[config.mk]
export PLATFORM = sky130hd
export DESIGN_NAME = fetch_unit
export DESIGN_NICKNAME = d
export VERILOG_FILES = /design/src/rtl/fetch_unit.sv
export SDC_FILE = /design/constraint.sdc
export NUM_CORES = 1
export LEC_CHECK = 0
export CAP_MARGIN = 40
export CORE_MARGIN = 2
export CORE_UTILIZATION = 45
export DETAILED_ROUTE_END_ITERATION = 8
export MAX_ROUTING_LAYER = met4
export PLACE_DENSITY = 0.71
export SLEW_MARGIN = 20
export SYNTH_ARGS = -nofsm -noshare
export SYNTH_HDL_FRONTEND = slang
export SYNTH_SLANG_ARGS = --single-unit
[constraint.sdc]
create_clock -name clk -period 3.5 [get_ports clk]
set_clock_uncertainty 0.05 [all_clocks]
set_input_delay 0.35 -clock clk [delete_from_list [all_inputs] [get_ports clk]]
set_output_delay 0.35 -clock clk [all_outputs]
set_load 0.05 [all_outputs]
[src/rtl/fetch_unit.sv]
// Fetch stage: owns the program counter, drives the instruction memory word
// address, tracks the single outstanding read and buffers returned
// instructions (with their PCs) in a small FIFO in front of decode.
module fetch_unit #(
  parameter logic [31:0] RESET_PC  = 32'h0000_0000,
  parameter int          BUF_DEPTH = 2
) (
  input  logic        clk,
  input  logic        rst,
  input  logic        redirect_valid,
  input  logic [31:0] redirect_pc,
  output logic [31:0] imem_address,
  input  logic [31:0] imem_instruction,
  output logic        out_valid,
  input  logic        out_ready,
  output logic [31:0] out_instruction,
  output logic [31:0] out_pc
);

  localparam int          PW       = (BUF_DEPTH > 1) ? $clog2(BUF_DEPTH) : 1;
  localparam int          CW       = $clog2(BUF_DEPTH + 1);
  localparam logic [31:0] START_PC = {RESET_PC[31:2], 2'b00};
  localparam logic [PW-1:0] LAST_PTR = PW'(BUF_DEPTH - 1);
  localparam logic [CW:0]   DEPTH_C  = (CW + 1)'(BUF_DEPTH);

  logic [31:0]   pc_reg;
  logic          inflight_reg;
  logic [31:0]   inflight_pc_reg;
  logic [PW-1:0] rd_ptr_reg;
  logic [PW-1:0] wr_ptr_reg;
  logic [CW-1:0] count_reg;
  logic [31:0]   instr_mem [BUF_DEPTH];
  logic [31:0]   pc_mem    [BUF_DEPTH];

  logic          pop;
  logic          push;
  logic          issue;
  logic [CW:0]   occupancy;

  // Pointer advance with wrap, valid for non power-of-two depths too.
  function automatic logic [PW-1:0] ptr_inc(input logic [PW-1:0] p);
    return (p == LAST_PTR) ? '0 : p + 1'b1;
  endfunction

  // Handshake and credit decisions: only fetch when the FIFO is sure to have
  // room for the response, counting the read already in flight.
  always_comb begin
    pop       = out_valid && out_ready;
    push      = inflight_reg && !redirect_valid;
    occupancy = {1'b0, count_reg} + (CW + 1)'(inflight_reg) - (CW + 1)'(pop);
    issue     = !redirect_valid && (occupancy < DEPTH_C);
  end

  assign imem_address    = pc_reg >> 2;
  assign out_valid       = (count_reg != '0);
  assign out_instruction = instr_mem[rd_ptr_reg];
  assign out_pc          = pc_mem[rd_ptr_reg];

  // Program counter: redirect wins, otherwise advance by one word per issue.
  always_ff @(posedge clk or negedge rst) begin
    if (!rst) begin
      pc_reg <= START_PC;
    end else if (redirect_valid) begin
      pc_reg <= redirect_pc & 32'hFFFF_FFFC;
    end else if (issue) begin
      pc_reg <= pc_reg + 32'd4;
    end
  end

  // Outstanding-read tracker: memory data is only kept the cycle after an issue.
  always_ff @(posedge clk or negedge rst) begin
    if (!rst) begin
      inflight_reg    <= 1'b0;
      inflight_pc_reg <= '0;
    end else begin
      inflight_reg <= issue;
      if (issue) begin
        inflight_pc_reg <= pc_reg;
      end
    end
  end

  // FIFO pointers and occupancy; a redirect discards everything buffered.
  always_ff @(posedge clk or negedge rst) begin
    if (!rst) begin
      rd_ptr_reg <= '0;
      wr_ptr_reg <= '0;
      count_reg  <= '0;
    end else if (redirect_valid) begin
      rd_ptr_reg <= '0;
      wr_ptr_reg <= '0;
      count_reg  <= '0;
    end else begin
      if (push) begin
        wr_ptr_reg <= ptr_inc(wr_ptr_reg);
      end
      if (pop) begin
        rd_ptr_reg <= ptr_inc(rd_ptr_reg);
      end
      count_reg <= count_reg + CW'(push) - CW'(pop);
    end
  end

  // FIFO storage: capture the memory response together with its PC.
  always_ff @(posedge clk or negedge rst) begin
    if (!rst) begin
      for (int i = 0; i < BUF_DEPTH; i++) begin
        instr_mem[i] <= '0;
        pc_mem[i]    <= '0;
      end
    end else if (push) begin
      instr_mem[wr_ptr_reg] <= imem_instruction;
      pc_mem[wr_ptr_reg]    <= inflight_pc_reg;
    end
  end

endmodule
==> impl_results.md, run 1 <==
- Status: complete, no violations
- Gr usage total: 20.1%
- Clock Tree Root: clkbuf_16
- Max capacitance violation total: 0
- Top Registers: instr_mem x64, pc_mem x60
- Syn. warnings: 0
- Largest net degree at the start of global routing: 104
- CTS Hold Bufs: 1
- # DRC: 0
- Register area share after synthesis: 55.8%
- Worst VDD drop: 0.000600 V
- Share of layout cells above drive strength 1: between 30% and 40%
- Final Cycle Share: 81.1%
- Gp weighted congestion: 0.844
- Post-synth EDFFs: 0
- PortBufs: 158
- Initial core utilization: 45.6%
- Post-synthesis sequential element count: 189
- Initial antenna violation count: 2
- Placed instance area: around 10000 um2
- Area Growth Syn to Fin: 29.3%
- Setup TNS: 0 ps
- Total congestion overflow: 0
- Routed WL per cell: 17.9 um
- Post-Route WL: 18.5 mm
- Synth async-reset ratio: 100%
- Fmax: 352 MHz
- Cell Rows: 50
- Die W: about 140 um
- Fin crit period: 2840 ps
- DRT Pass-1 Iters: 5
- Cell count after synthesis: ~630
- Antenna viol nets, final: 0
- Reg with most FFs: instr_mem
- Slew @ Worst Pin: 782 ps
- Total chip power: approximately 11 mW
- Commonest non-fill, non-tap cell in the layout: mux2_2
- Design area: 11000 um2
- H-tree depth: 4
- CP arrival: 3130 ps
- Die Height: 141 um
- Reg clk slew, reported paths: 70 ps
- CP Capture Type: flop
- Dominant synthesized flop cell: dfrtp_1
- # clock sinks: 189
- R2r setup slk: 660 ps
- Post-synth cell types: 37
- CP Launch Type: flop
- Initial DRC Count: about 290
- Syn Area/Cell: between 10 and 15 um2
- Lkg Pwr: between 4 and 5 nW
- Final net count: 855
- Number of global-route vias before repair: roughly 6000
- Placeable Area: 18600 um2
- WP data required: 3790 ps
- # resized after CTS: 0
- Pre-CTS WS: 235 ps
- Drt via density: 5.23
- Crit Path Class: flop to flop
- Post-synthesis cell area: between 8000 and 9000 um2
- Worst hold slack: 284 ps
- Relative slew slack: 47.4%
- Die ar.: 20000 um2
- CTS max path bufs: 2
- Hold Crit Class: primary input to asynchronous set/reset pin
- Post-Layout Cell Count: approximately 1000
- Max reg flops: 64
- Worst skew pair latency: 430 ps
- Fin util: a little under 60%
- HPWL after DPL: around 12 mm
- Commonest non-fill, non-tap cells in the layout: mux2_2, dfrtp_1, clkdlybuf4s50_1
- Total CTS buffers: 17
- CTS tree: built
- Unrepaired setup endpoints after global routing: no
- Final WS setup: 660 ps
- Final Max Slew Viols: 0
- First-pass GRT wire length: about 30 mm
- Via count: 5406
- Post-CTS Setup Bufs: 0
- Endpoints failing setup: 0
- PD cells: 1010 nW/um2
- Dpl cells: 997
- Hold Fails Final Rpt: 0
- Critical Path Fanout Max: 9
- I/O pin cnt: 165
-- power by group --
group	internal (mW)	switching (mW)	total [mW]
Sequential	3.13	0.555	3.69
Clock	1.22	0.791	2.01
Combinational	2.34	3.08	5.41
-- layer usage --
layer	vias up	GRT usage [%]	wire length [um]
li1	2530	-	-
met1	2708	26.0	8380
met2	147	31.2	8790
met3	21	5.37	1070
met4	0	6.05	240
met5	-	-	0
-- Yosys cell counts (6+ instances only) --
master | number | area (um2)
dfrtp_1 | 189 | 4730
o21ai_0 | 28 | 140
xor2_1 | 23 | 201
xnor2_1 | 10 | 87.6
clkbuf_1 | 14 | 52.6
buf_2 | 16 | 80.1
nand3_1 | 14 | 70.1
nand2_1 | 48 | 180
mux2_2 | 214 | 2410
nor2_1 | 6 | 22.5
nand4_1 | 12 | 75.1
and3_1 | 6 | 37.5
-- final timing paths --
check / from / end / cells after the start
max reg2reg: count_reg[1] / pc_reg[11] / 10
min reg2reg: pc_mem[42] / pc_mem[42] / 1
min: rst / instr_mem[49] / 2
max in group asynchronous: rst / instr_mem[8] / 4
min in group clk: redirect_pc[13] / pc_reg[13] / 3
max: count_reg[1] / pc_reg[11] / 10
-- area by class of cell --
cell class | instances | area, um2
antenna | 2 | 5.00
clock buffer | 23 | 458
clock inverter | 9 | 159
fill | 1452 | 7620
inverter | 3 | 11.3
multi-input combinational | 401 | 3560
sequential | 189 | 4730
tap | 234 | 293
timing repair buffer | 172 | 1750
-- cells by family after synthesis --
group / count (synthesis) / synth area share, %
other: 1 / 0.0442
muxes: 216 / 28.7
and+or+nand+nor: 113 / 7.00
AOI/OAI and AO/OA: 31 / 1.83
adders and majority gates: 3 / 0.531
buffers and inverters: 41 / 2.54
DFF: 189 / 55.8
xor gates and xnor gates: 34 / 3.60
-- worst max-delay path, stage by stage, from the launching register on --
cell and delay, ps:
dfrtp_1 480, nand2_1 80, nor2_1 170, o21ai_0 140, fa_1 420, xnor2_2 280, and4_1 490, buf_4 200
nand4_1 120, xor2_1 170, o21ai_0 180
(Power assumes the default switching activity.)
==> run 2: changes to the inputs <==
--- a/config.mk
+++ b/config.mk
@@ -10,7 +10,7 @@
 export CORE_UTILIZATION = 45
 export DETAILED_ROUTE_END_ITERATION = 8
 export MAX_ROUTING_LAYER = met4
-export PLACE_DENSITY = 0.71
+export PLACE_DENSITY = 0.74
 export SLEW_MARGIN = 20
 export SYNTH_ARGS = -nofsm -noshare
 export SYNTH_HDL_FRONTEND = slang
==> constraint.sdc (replaced) <==
create_clock -name clk -period 2.4 [get_ports clk]
set_clock_uncertainty 0.05 [all_clocks]
set_input_delay 0.24 -clock clk [delete_from_list [all_inputs] [get_ports clk]]
set_output_delay 0.24 -clock clk [all_outputs]
set_load 0.05 [all_outputs]
==> run 2 against run 1 <==
Compared with the run above:
- sequential power grew 46%
- core utilization shrank 0.28 points
- sequential share of layout area grew 0.21 points
- global-route usage shrank 0.20 points
- flip-flop and latch count is the same
- cell count grew 0.97%
- first-iteration DRC count grew 19%
- register-to-register slack lost 550 ps
- total power grew 44%
- critical path type is now flop to primary output
- critical endpoint is now out_valid
- highest routed layer unchanged
==> impl_results.md, run 2 (synthesized netlist as in run 1, its figures left out) <==
- Status: complete, no violations
- Crit Path Class: flop to primary output
- Final Cycle Share: 96.1%
- CP arrival: 2020 ps (-1110 ps)
- DRT Pass-1 Iters: 4 (-1)
- Die Height: 141 um (unchanged)
- Antenna viol nets, final: 0 (unchanged)
- Share of layout cells above drive strength 1: 42.2% (+9.0 points)
- Max reg flops: 64 (unchanged)
- Hold Path Origin: redirect_pc[12]
- Fill cells: 1470 (+1.2%)
- Gp weighted congestion: 0.855 (+1.3%)
- Top Registers: instr_mem x64, pc_mem x60
- Routed WL per cell: 18.0 um (+0.50%)
- CTS max path bufs: 2 (unchanged)
- Gr usage total: 19.9% (-0.20 points)
- Clock Tree Root: clkbuf_16
- Largest net degree at the start of global routing: 80 (-23%)
- WP data required: 2110 ps (-1680 ps)
- Critical Path Fanout Max: 3 (-6)
- Initial antenna violation count: 1 (-1)
- Post-Route WL: 18.8 mm (+1.5%)
- Hold Path Depth: 3
- Fmax: ~430 MHz
- Crit-path max cell delay: 730 ps (+240 ps)
- Cell Rows: 50 (unchanged)
- I/O pin cnt: 165 (unchanged)
- Die ar.: 20000 um2 (unchanged)
- H-tree depth: 4 (unchanged)
- CP Launch Type: flop
- Fin crit period: 2310 ps
- CP max stage cell: clkdlybuf4s50_1
- Worst skew pair latency: 430 ps (about the same)
- First-pass GRT wire length: 30.3 mm (-0.63%)
- Placed instance area: 10300 um2 (about the same)
- Reg with most FFs: instr_mem
- Die W: 141 um (unchanged)
- PD cells: 1470 nW/um2 (+45%)
- Placeable Area: 18600 um2 (unchanged)
- Max capacitance violation total: 0 (unchanged)
- Worst VDD drop: 0.000911 V (+52%)
- CP Capture Type: primary output
- Unrepaired setup endpoints after global routing: yes
- HPWL after DPL: 12.7 mm (+3.7%)
- Commonest non-fill, non-tap cells in the layout: mux2_2, dfrtp_1, clkdlybuf4s50_1
- Number of global-route vias before repair: 5838 (-0.12%)
- Design area: 10900 um2 (-0.47%)
- # clock sinks: 189 (unchanged)
- Final net count: 867 (+1.4%)
- Total congestion overflow: 0 (unchanged)
- Relative slew slack: 56.0% (+8.6 points)
- CTS tree: built
- Drt via density: 5.27 (+0.67%)
- Reg clk slew, reported paths: 70 ps (about the same)
- Cells along the critical path: buf_4 -> or2_2 -> clkdlybuf4s50_1
- Worst R2R Start: count_reg[1]
- R2r setup slk: 110 ps (-550 ps)
- Area Growth Syn to Fin: 28.7%
- Final Max Slew Viols: 0 (unchanged)
- Total chip power: 16.1 mW (+44%)
- Hold Crit Class: primary input to flop
- Hold Fails Final Rpt: 0 (unchanged)
- # DRC: 0 (unchanged)
- R2R Path End: pc_reg[15]
- Count of cells along the worst register-to-register path: 10 (unchanged)
- Initial DRC Count: 339 (+19%)
- Endpoints failing setup: 0 (unchanged)
- Initial core utilization: 45.6% (unchanged)
- Lkg Pwr: 4.73 nW (+2.6%)
- Commonest non-fill, non-tap cell in the layout: mux2_2
- Slew @ Worst Pin: 660 ps (-122 ps)
- PortBufs: 158 (unchanged)
- Total CTS buffers: 17 (unchanged)
- Via count: 5495 (+1.6%)
- Hold path endpoint: pc_reg[12]
run 2: cell count changes in the layout (fill, tap and decap cells not counted), moves of 2 or more:
cell             previous run  this run
buf_4                       9        79
clkdlybuf4s50_1           156        95
buf_12                      3         7
clkbuf_8                    2         5
o21ai_0                    28        25
o21ai_1                     2         5
bufinv_16                   4         2
inv_6                       2         0
run 2: layer usage:
layer	global-route usage (%)	share of wire [%]
met3	3.85	5.1
met5	-	0
met4	5.21	1.1
met1	25.8	45
met2	32.3	48
run 2: layout make-up:
class | count | area (um2) | area share (%)
Clock buffer | 26 | 499 | 4.58
Timing Repair Buffer | 184 | 1710 | 15.7
Tap cell | 234 | 293 | 2.68
Inverter | 3 | 11.3 | 0.103
Clock inverter | 5 | 81.3 | 0.745
Antenna cell | 1 | 2.50 | 0.0229
Sequential cell | 189 | 4730 | 43.4
Multi-Input combinational cell | 401 | 3580 | 32.8
run 2: worst max path at each step:
stage	slack [ps]	cells after the start	to	start
4_1_cts	4	9	pc_reg[15]	count_reg[0]
2_1_floorplan	10	10	inflight_pc_reg[27]	count_reg[1]
6_report	90	3	out_valid	count_reg[0]
3_3_place_gp	-260	11	pc_reg[15]	out_ready
5_1_grt	-40	11	pc_reg[18]	count_reg[1]
3_5_place_dp	-420	11	pc_reg[15]	out_ready
run 2: report_power, final:
part           switching, mW  internal (mW)
registers              0.810           4.57
clock network           1.15           1.64
logic                   4.53           3.36
total                   6.49           9.57
run 2: worst max-delay path: cells and delay by family (launching register included):
kind                   cells  cell delay [ps]
and+or+nand+nor            1              300
buffers and inverters      2              880
DFF                        1              410
run 2: timing repair:
| item | CTS | global route |
|---|---|---|
| buffers inserted | 0 | 1 |
| endpoints found under the setup margin | 1 | 32 |
| pin swaps | 0 | 3 |
| endpoints found under the hold margin | 76 | 0 |
| gates resized for setup | 2 | 3 |
| gates cloned | 0 | 0 |
| hold buffers | 1 | 0 |
run 2: metrics by stage:
| step | cells | TNS, ps | worst slack (ps) | hold slack (ps) | utilization, % |
|---|---|---|---|---|---|
| floorplan | 631 | 0 | 11.7 | -106 | - |
| global placement | 1009 | -11770 | -255 | 265 | 55.4 |
| detailed placement | 1009 | -16300 | -420 | 278 | 55.4 |
| CTS | 1041 | 0 | 3.57 | 309 | 58.7 |
| global route | 1043 | -136 | -43.8 | 338 | 58.7 |
| finish | 1043 | 0 | 93.8 | 331 | 58.7 |
